$ cat src/rtl/trdb_pkg.sv
// Shared trace-encoder definitions: itype encoding, opcode masks and the
// static control-flow decoder used by the instruction-type classifier.
package trdb_pkg;

  localparam int ITYPE_LEN = 3;

  typedef enum logic [ITYPE_LEN-1:0] {
    ITYPE_STD      = 3'd0,
    ITYPE_BR_NT    = 3'd1,
    ITYPE_BR_T     = 3'd2,
    ITYPE_UPDISCON = 3'd3,
    ITYPE_PRIV_RET = 3'd4,
    ITYPE_IMPL_RET = 3'd5
  } itype_e;

  localparam logic [4:0] X_RA = 5'd1;
  localparam logic [4:0] X_T0 = 5'd5;

  localparam logic [6:0]  OPC_BRANCH = 7'h63;
  localparam logic [31:0] MASK_JAL   = 32'h0000_007f;
  localparam logic [31:0] MATCH_JAL  = 32'h0000_006f;
  localparam logic [31:0] MASK_JALR  = 32'h0000_707f;
  localparam logic [31:0] MATCH_JALR = 32'h0000_0067;

  localparam logic [15:0] MASK_C_JAL     = 16'he003;
  localparam logic [15:0] MATCH_C_JAL    = 16'h2001;
  localparam logic [15:0] MASK_C_JALR    = 16'hf07f;
  localparam logic [15:0] MATCH_C_JALR   = 16'h9002;
  localparam logic [15:0] MASK_C_JR      = 16'hf07f;
  localparam logic [15:0] MATCH_C_JR     = 16'h8002;
  localparam logic [15:0] MASK_C_BRANCH  = 16'hc003;
  localparam logic [15:0] MATCH_C_BRANCH = 16'hc001;

  localparam logic [31:0] INSN_MRET = 32'h3020_0073;
  localparam logic [31:0] INSN_SRET = 32'h1020_0073;
  localparam logic [31:0] INSN_URET = 32'h0020_0073;

  typedef struct packed {
    logic branch;
    logic call;       // any linking jump (pushes the return address)
    logic call_jalr;  // linking jump whose target is register-indirect
    logic ret;
    logic jump;
    logic priv_ret;
  } decode_t;

  function automatic decode_t decode_inst(input logic [31:0] inst, input logic c);
    decode_t    d;
    logic [4:0] rd;
    logic [4:0] rs1;
    logic       rd_link;
    logic       is_jal;
    logic       is_jalr;
    logic       is_c_jr;
    logic       is_c_jalr;
    d         = '0;
    rd        = inst[11:7];
    rs1       = inst[19:15];
    rd_link   = (rd == X_RA) || (rd == X_T0);
    is_jal    = (inst & MASK_JAL) == MATCH_JAL;
    is_jalr   = (inst & MASK_JALR) == MATCH_JALR;
    // The compressed register-jump forms carry rs1 in the rd slot.
    is_c_jr   = ((inst[15:0] & MASK_C_JR) == MATCH_C_JR) && (rd != 5'd0);
    is_c_jalr = ((inst[15:0] & MASK_C_JALR) == MATCH_C_JALR) && (rd != 5'd0);
    if (c) begin
      d.branch    = (inst[15:0] & MASK_C_BRANCH) == MATCH_C_BRANCH;
      d.call      = ((inst[15:0] & MASK_C_JAL) == MATCH_C_JAL) || is_c_jalr;
      d.call_jalr = is_c_jalr;
      d.ret       = is_c_jr && (rd == X_RA);
      d.jump      = is_c_jr && (rd != X_RA);
    end else begin
      d.branch    = inst[6:0] == OPC_BRANCH;
      d.call      = (is_jal || is_jalr) && rd_link;
      d.call_jalr = is_jalr && rd_link;
      d.ret       = is_jalr && (rd == 5'd0) && (rs1 == X_RA) && (inst[31:20] == 12'd0);
      d.jump      = is_jalr && !rd_link && !d.ret;
      d.priv_ret  = (inst == INSN_MRET) || (inst == INSN_SRET) || (inst == INSN_URET);
    end
    return d;
  endfunction

endpackage

$ cat src/rtl/trdb_ras.sv
// Circular return-address stack: when full, a push overwrites the oldest
// entry and the count saturates. A push and pop together replace the top.
module trdb_ras #(
  parameter int RAS_DEPTH = 8,
  parameter int PC_LEN    = 32
) (
  input  logic                         clk_i,
  input  logic                         rst_i,
  input  logic                         i_push,
  input  logic                         i_pop,
  input  logic                         i_clear,
  input  logic [PC_LEN-1:0]            i_data,
  output logic [PC_LEN-1:0]            o_top,
  output logic [$clog2(RAS_DEPTH):0]   o_cnt,
  output logic                         o_full
);

  localparam int PTR_W = $clog2(RAS_DEPTH);
  localparam int CNT_W = PTR_W + 1;

  logic [PC_LEN-1:0] r_mem [RAS_DEPTH];
  logic [PTR_W-1:0]  r_wr_ptr;
  logic [CNT_W-1:0]  r_cnt;
  logic [PTR_W-1:0]  w_top_ptr;
  logic              w_pop_ok;

  assign w_top_ptr = r_wr_ptr - PTR_W'(1);
  assign w_pop_ok  = i_pop && (r_cnt != '0);
  assign o_top     = r_mem[w_top_ptr];
  assign o_cnt     = r_cnt;
  assign o_full    = r_cnt == CNT_W'(RAS_DEPTH);

  always_ff @(posedge clk_i or posedge rst_i) begin
    if (rst_i) begin
      r_wr_ptr <= '0;
      r_cnt    <= '0;
    end else if (i_clear) begin
      r_wr_ptr <= '0;
      r_cnt    <= '0;
    end else if (i_push && !w_pop_ok) begin
      r_wr_ptr <= r_wr_ptr + PTR_W'(1);
      if (!o_full) r_cnt <= r_cnt + CNT_W'(1);
    end else if (w_pop_ok && !i_push) begin
      r_wr_ptr <= w_top_ptr;
      r_cnt    <= r_cnt - CNT_W'(1);
    end
  end

  // NOTE: entries carry no reset; the count alone decides what is valid,
  // so stale contents are never observed and the array maps onto plain RAM.
  always_ff @(posedge clk_i) begin
    if (i_push && !i_clear) begin
      if (w_pop_ok) r_mem[w_top_ptr] <= i_data;
      else          r_mem[r_wr_ptr]  <= i_data;
    end
  end

endmodule

$ cat src/rtl/trdb_itype_detector_ras.sv
// Trace itype classifier: holds each retired instruction until its successor
// retires, resolves branch direction and compresses implicit returns via a RAS.
module trdb_itype_detector_ras
  import trdb_pkg::*;
#(
  parameter int PC_LEN    = 32,
  parameter int RAS_DEPTH = 8
) (
  input  logic                        clk_i,
  input  logic                        rst_i,
  input  logic                        valid_i,
  input  logic [31:0]                 inst_data_i,
  input  logic                        compressed_i,
  input  logic [PC_LEN-1:0]           iaddr_i,
  input  logic                        implicit_ret_en_i,
  input  logic                        flush_i,
  output logic                        valid_o,
  output logic [PC_LEN-1:0]           iaddr_o,
  output logic [ITYPE_LEN-1:0]        itype_o,
  output logic                        ras_ovf_o,
  output logic [$clog2(RAS_DEPTH):0]  ras_cnt_o
);

  localparam int CNT_W = $clog2(RAS_DEPTH) + 1;

  logic              r_hold_valid;
  logic [PC_LEN-1:0] r_hold_addr;
  logic [31:0]       r_hold_inst;
  logic              r_hold_c;

  logic              r_valid;
  logic [PC_LEN-1:0] r_iaddr;
  itype_e            r_itype;
  logic              r_ovf;

  decode_t           w_dec;
  logic [PC_LEN-1:0] w_nxt;
  logic              w_emit;
  logic              w_pop_ok;
  logic              w_push;
  logic              w_pop;
  itype_e            w_itype;
  logic [PC_LEN-1:0] w_ras_top;
  logic [CNT_W-1:0]  w_ras_cnt;
  logic              w_ras_full;

  assign w_dec    = decode_inst(r_hold_inst, r_hold_c);
  assign w_nxt    = r_hold_addr + (r_hold_c ? PC_LEN'(2) : PC_LEN'(4));
  assign w_emit   = r_hold_valid && (valid_i || flush_i);
  assign w_pop_ok = valid_i && implicit_ret_en_i && (w_ras_cnt != '0);
  // A flush discards the held instruction's stack effect; the RAS is cleared.
  assign w_push   = w_emit && valid_i && !flush_i && w_dec.call;

  // NOTE: every output of this block gets a default first so no path
  // leaves a value unassigned, which would otherwise infer a latch.
  always_comb begin
    w_itype = ITYPE_STD;
    w_pop   = 1'b0;
    if (w_dec.priv_ret) begin
      w_itype = ITYPE_PRIV_RET;
    end else if (w_dec.branch) begin
      w_itype = (valid_i && (iaddr_i != w_nxt)) ? ITYPE_BR_T : ITYPE_BR_NT;
    end else if (w_dec.ret) begin
      w_itype = ITYPE_UPDISCON;
      if (w_pop_ok) begin
        if (w_ras_top == iaddr_i) w_itype = ITYPE_IMPL_RET;
        w_pop = w_emit && !flush_i;
      end
    end else if (w_dec.jump || w_dec.call_jalr) begin
      w_itype = ITYPE_UPDISCON;
    end
  end

  trdb_ras #(
    .RAS_DEPTH (RAS_DEPTH),
    .PC_LEN    (PC_LEN)
  ) u_ras (
    .clk_i   (clk_i),
    .rst_i   (rst_i),
    .i_push  (w_push),
    .i_pop   (w_pop),
    .i_clear (flush_i),
    .i_data  (w_nxt),
    .o_top   (w_ras_top),
    .o_cnt   (w_ras_cnt),
    .o_full  (w_ras_full)
  );

  always_ff @(posedge clk_i or posedge rst_i) begin
    if (rst_i) begin
      r_hold_valid <= 1'b0;
      r_hold_addr  <= '0;
      r_hold_inst  <= '0;
      r_hold_c     <= 1'b0;
    end else if (valid_i) begin
      r_hold_valid <= 1'b1;
      r_hold_addr  <= iaddr_i;
      r_hold_inst  <= inst_data_i;
      r_hold_c     <= compressed_i;
    end else if (flush_i) begin
      r_hold_valid <= 1'b0;
    end
  end

  always_ff @(posedge clk_i or posedge rst_i) begin
    if (rst_i) begin
      r_valid <= 1'b0;
      r_iaddr <= '0;
      r_itype <= ITYPE_STD;
      r_ovf   <= 1'b0;
    end else begin
      r_valid <= w_emit;
      r_ovf   <= w_push && !w_pop && w_ras_full;
      if (w_emit) begin
        r_iaddr <= r_hold_addr;
        r_itype <= w_itype;
      end
    end
  end

  assign valid_o   = r_valid;
  assign iaddr_o   = r_iaddr;
  assign itype_o   = r_itype;
  assign ras_ovf_o = r_ovf;
  assign ras_cnt_o = w_ras_cnt;

endmodule
$ cat config.mk
export PLATFORM = sky130hd
export DESIGN_NAME = trdb_itype_detector_ras
export DESIGN_NICKNAME = d
export VERILOG_FILES = /design/src/rtl/trdb_pkg.sv /design/src/rtl/trdb_ras.sv /design/src/rtl/trdb_itype_detector_ras.sv
export SDC_FILE = /design/constraint.sdc
export NUM_CORES = 1
export LEC_CHECK = 0
export CAP_MARGIN = 30
export CORE_MARGIN = 2
export CORE_UTILIZATION = 49
export DETAILED_ROUTE_END_ITERATION = 10
export PLACE_DENSITY = 0.65
export SKIP_CTS_REPAIR_TIMING = 1
export SLEW_MARGIN = 20
export SYNTH_ARGS = -nofsm -noshare
export SYNTH_HDL_FRONTEND = slang
export SYNTH_SLANG_ARGS = --single-unit
$ cat constraint.sdc
create_clock -name clk_i -period 6.4 [get_ports clk_i]
set_clock_uncertainty 0.15 [all_clocks]
set_input_delay 0.96 -clock clk_i [delete_from_list [all_inputs] [get_ports clk_i]]
set_output_delay 0.96 -clock clk_i [all_outputs]
set_load 0.01 [all_outputs]
==> impl_metrics.ini, run 1 <==
[placement]
numPortBuffers = 110
gp_congestion = 0.8990
placed_cells = 1628
place_ws_ns = 1.802
hpwlAfterDp_mm = 28.66

[global_routing]
grt_overflow = 0
grt_pass1_wl_mm = 62.72
antenna_found_initial = 1
grt_pass1_vias = 9832
grt_use_total = 0.2406
grt_max_degree = 74

[job]
drv_cap = 0

[yosys]
synthCells = 1109
yosysTopAreaCell = edfxtp_1
synthesis.area_um2 = 16290
yosysWarnings = 0
synth_flop_cell = edfxtp_1
synth_cell_types = 70
ys_ff_latch = 366
synth_area_leaders = edfxtp_1, dfrtp_1, mux4_2
synth-edff-count = 256
yosysSeqAreaShare = 0.6408
synth.most_common_cell = edfxtp_1
synth_common_cells = edfxtp_1, nand2_1, dfrtp_1
synth_area_per_cell_um2 = 14.69
synth_top_area_share = 0.4718
synthArstFlopShare = 0.3005
syn_nets = 1187

[sta]
slew_headroom = 0.3385
slew_viol_final = 0
timing_worst_slew_pin_value_ns = 0.9889
rsz0062_at_grt = no
period_minus_slack_ns = 4.545
min_period_over_period = 0.7101
setup-tns-final_ns = 0
finalSetupViolCount = 0
hold_violations = 0
fmax_mhz = 220.0
fin_ws_ns = 1.855

[pwr]
p_leak_nw = 6.786
max-vdd-ir-drop_mv = 0.2101
power_mw = 5.351
p_per_area_nw_per_um2 = 278.8

[worst_setup_path]
crit_type = register to register
endpoint_kind = register
cp_max_fo = 30
startpoint_type = register
startpoint = u_ras.r_wr_ptr[0]$_DFFE_PP0P_
worstPathArrival_ns = 4.81
required_ns = 6.66
r2r-start = u_ras.r_wr_ptr[0]$_DFFE_PP0P_

[drt]
post-route-drc-count = 0
vias = 10040
final_antenna_net_count = 0
viasPerCell = 5.904
firstDrtPassIters = 7
initialDrtViolationCount = 1069
wire_per_inst_um = 24.53
wirelength_mm = 41.70

[floorplan]
initial_utilization = 0.4995
placementRows = 66
num_io_pins = 111
fp.coreArea_um2 = 32620
dieHeight_um = 186.4
die_x_um = 186.4
die_area_um2 = 34730

[worst_hold_path]
hp-start = iaddr_o[31]$_DFFE_PP0N_
hp-class = register to register

[run_status]
status = completed

[layout]
final_util = 0.5884
num-nets-final = 1307
drive_gt1_frac = 0.1836
final_cells = 1700
syn_to_final_growth_pct = 17.79
diodes = 0

[cts]
cts_inserted_buffers = 38
clockBufferDepth = 3
clock_latency_ns = 0.53
clk_pin_slew_ns = 0.06
htree_levels = 2
cts-root-buf = clkbuf_16
cts_sinks = 366
cts_tree = yes
[flip-flops by register name (all words and copies together) (netlist names)]
name / count
r_hold_inst: 32
iaddr_o: 32
r_hold_c: 1
u_ras.r_mem: 256
r_hold_addr: 32
itype_o: 3
u_ras.r_wr_ptr: 3
r_hold_valid: 1
u_ras.o_cnt: 4
valid_o: 1
ras_ovf_o: 1
[stage by stage]
step                      hold WS, ns  instance area (um2)
after CTS                      0.3278                19140
after global placement         0.3092                17940
after floorplan                0.3003                16290
final                          0.3205                19190
after global routing           0.3470                19190
after detailed placement       0.3132                17940
[where the power goes]
group          leakage, nW  switching (mW)  internal, mW
sequential            3.63          0.0872          2.65
clock                0.586           0.899          1.21
combinational         2.57           0.279         0.227
total                 6.79            1.26          4.09
[kinds of logic after synthesis]
group                    count (synthesis)  share of synthesized area
flip-flops                             366                     0.6408
AND/OR/NAND/NOR                        311                    0.09522
multiplexers                           145                     0.1385
AO/OA/AOI/OAI                          102                    0.04254
XOR/XNOR                                91                    0.05399
buffers and inverters                   86                    0.02196
adder cells (fa/ha/maj)                  8                   0.007065
[layout make-up]
class | count | area (um2)
inverters | 30 | 115.1
multi-input cells | 657 | 5562
flip-flops and latches | 366 | 10440
clock inverters | 20 | 150.1
well taps | 442 | 553.0
fillers | 2533 | 13430
repair buffers | 136 | 1321
clock buffers | 49 | 1047
[cells in the final DEF, fill, tap and decap left out, drive strengths merged, types with 22 or more instances in the layout]
| cell | n |
|---|---|
| nand3 | 22 |
| nor2 | 44 |
| xor2 | 42 |
| mux4 | 58 |
| inv | 32 |
| mux2 | 63 |
| o21ai | 24 |
| clkbuf | 50 |
| dfrtp | 110 |
| nand2 | 140 |
| edfxtp | 256 |
| clkdlybuf4s50 | 109 |
| xnor2 | 43 |
| mux2i | 24 |
| buf | 26 |
[path summary, 6_finish.rpt]
check / slack, ns / cells after the start / to
max reg2reg: 1.86 / 12 / itype_o[1]$_DFFE_PP0N_
min: 0.32 / 2 / iaddr_o[31]$_DFFE_PP0N_
max: 1.86 / 12 / itype_o[1]$_DFFE_PP0N_
min in group asynchronous: 0.57 / 2 / r_hold_addr[21]$_DFFE_PP0P_
max in group asynchronous: 4.39 / 4 / iaddr_o[9]$_DFFE_PP0N_
min reg2reg: 0.32 / 2 / iaddr_o[31]$_DFFE_PP0N_
[layer usage]
| layer | share of wire | GRT usage | vias to the layer above |
|---|---|---|---|
| met4 | 0.025 | 0.06677 | 0 |
| li1 | - | - | 4431 |
| met1 | 0.44 | 0.3584 | 5053 |
| met3 | 0.081 | 0.03536 | 80 |
| met2 | 0.46 | 0.3726 | 473 |
| met5 | 0 | 0 | - |
[critical path, stage by stage, from the launching register on]
cell	delay, ns
dfrtp_4	0.59
inv_1	0.15
ha_2	0.82
buf_4	0.50
buf_4	0.26
mux4_2	0.35
nand2_1	0.08
nor4b_1	0.25
nor2_1	0.08
or3_1	0.40
nor4_1	0.26
nand4_1	0.22
a32o_1	0.28
Power figures use the tool's default switching activity.
==> run 2: changes to the inputs <==
--- a/config.mk
+++ b/config.mk
@@ -9,7 +9,7 @@
 export CORE_MARGIN = 2
 export CORE_UTILIZATION = 49
 export DETAILED_ROUTE_END_ITERATION = 10
-export PLACE_DENSITY = 0.65
+export PLACE_DENSITY = 0.68
 export SKIP_CTS_REPAIR_TIMING = 1
 export SLEW_MARGIN = 20
 export SYNTH_ARGS = -nofsm -noshare
==> constraint.sdc (replaced) <==
create_clock -name clk_i -period 3.8 [get_ports clk_i]
set_clock_uncertainty 0.15 [all_clocks]
set_input_delay 0.57 -clock clk_i [delete_from_list [all_inputs] [get_ports clk_i]]
set_output_delay 0.57 -clock clk_i [all_outputs]
set_load 0.01 [all_outputs]
==> run 2 against run 1 <==
Compared with the run above:
- clock power increased by 75%
- first-iteration DRC count grew 2.2%
- hold slack barely moved
- wire length grew 1.5%
- cell count is 5.5% higher
- non-clock buffer count grew 93
- critical path type unchanged
- largest cell class unchanged
- highest routed layer unchanged
==> impl_metrics.ini, run 2 (synthesis gave the netlist of run 1 again) <==
[worst_setup_path]
endpoint_kind = register
worstPathArrival_ns = 4.05
crit_type = register to register
required_ns = 4.05
cp_max_fo = 3
startpoint_type = register

[sta]
fmax_mhz = 263.4
timing_worst_slew_pin_value_ns = 1.068
finalSetupViolCount = 0
rsz0062_at_grt = yes
min_period_over_period = 0.9992
fin_ws_ns = 0.002961
hold_violations = 0
slew_viol_final = 0
holdWs_ns = 0.3205
slew_headroom = 0.2829
period_minus_slack_ns = 3.797

[drt]
routed.top_layer = met4
final_antenna_net_count = 0
initialDrtViolationCount = 1092
wire_per_inst_um = 23.60
vias = 10410
met2_length_mm = 19.51
wl_met3_mm = 3.392
wl_met1_mm = 18.39
viasPerCell = 5.804
post-route-drc-count = 0
wirelength_mm = 42.31
firstDrtPassIters = 5

[global_routing]
antenna_found_initial = 0
grt_use_total = 0.2453
grt_max_degree = 73
grt_pass1_wl_mm = 64.17
grt_overflow = 0
grt_pass1_vias = 10350

[pwr]
power_mw = 9.252
p_leak_nw = 7.271
max-vdd-ir-drop_mv = 0.3842
power_frac_clock = 0.398
combPwrFrac = 0.107
intPower_mw = 7.093
switching_share = 0.2334
p_per_area_nw_per_um2 = 460.6
switching_power_mw = 2.159
p_seq_frac = 0.495

[cts]
clockBufferDepth = 3
cts_inserted_buffers = 38
htree_levels = 2
cts_sinks = 366
cts_tree = yes
clock_latency_ns = 0.53
cts-root-buf = clkbuf_16
clk_pin_slew_ns = 0.06

[layout]
num-nets-final = 1400
syn_to_final_growth_pct = 23.28
diodes = 0
layout_commonest_cell = edfxtp_1
final_cells = 1793
final_util = 0.6158
top_register = u_ras.r_mem
final_cell_mix = edfxtp_1, nand2_1, clkdlybuf4s50_1, buf_4, dfrtp_1
largest_reg_flops = 256
drive_gt1_frac = 0.2472

[placement]
gp_congestion = 0.9702
placed_cells = 1722
hpwlAfterDp_mm = 29.11
place_ws_ns = -0.3376
numPortBuffers = 110

[run_status]
status = completed

[worst_hold_path]
hp-class = register to register

[floorplan]
fp.coreArea_um2 = 32620
placementRows = 66
die_area_um2 = 34730
initial_utilization = 0.4995
dieHeight_um = 186.4
num_io_pins = 111
die_x_um = 186.4

[job]
drv_cap = 0
==> run 2: worst paths after layout <==
path,slack [ns],cells past startpoint,start,endpoint
min in group asynchronous,0.37,2,rst_i,r_hold_addr[31]$_DFFE_PP0P_
min reg2reg,0.32,2,iaddr_o[31]$_DFFE_PP0N_,iaddr_o[31]$_DFFE_PP0N_
max in group asynchronous,2.43,3,rst_i,u_ras.r_wr_ptr[0]$_DFFE_PP0P_
min,0.32,2,iaddr_o[31]$_DFFE_PP0N_,iaddr_o[31]$_DFFE_PP0N_
max reg2reg,0.003,12,r_hold_c$_DFFE_PP0P_,itype_o[1]$_DFFE_PP0N_
max,0.003,12,r_hold_c$_DFFE_PP0P_,itype_o[1]$_DFFE_PP0N_
==> run 2: worst max-delay path, cell delays in order, from the launching register on <==
cell,delay (ns)
dfrtp_2,0.43
ha_4,0.17
fa_2,0.54
xor2_1,0.08
a2111oi_2,0.29
o311a_1,0.23
o211ai_1,0.08
or4_1,0.41
or4_4,0.52
o41ai_2,0.33
buf_4,0.17
nand2_2,0.04
a32o_1,0.23
==> run 2: through the flow <==
| step | setup TNS (ns) | instance area (um2) |
|---|---|---|
| after floorplan | -97.33 | 16360 |
| after global placement | -0.4370 | 18800 |
| after detailed placement | -0.4310 | 18800 |
| after CTS | -0.2697 | 20040 |
| after global routing | -0.1539 | 20090 |
| final | 0 | 20090 |
==> run 2: power by group through the flow <==
stage	combinational [mW]	clock, mW	sequential (mW)
finish	0.992	3.68	4.58
global placement	0.963	0	4.65
global route	1.06	3.91	4.60
floorplan	0.462	0	4.65
detailed placement	0.978	0	4.66
CTS	0.984	3.75	4.58
==> run 2: final cells by class <==
type | count | area (um2)
timing repair buffer | 229 | 2115
multi-input combinational | 657 | 5618
tap | 442 | 553.0
inverter | 30 | 115.1
clock buffer | 50 | 1047
clock inverter | 19 | 193.9
fill | 2452 | 12530
sequential | 366 | 10450
==> run 2: metal layers <==
metal,track usage,vias to the layer above
met4,0.06800,0
met2,0.3883,452
met5,0,-
met1,0.3537,5266
li1,-,4618
met3,0.04194,71
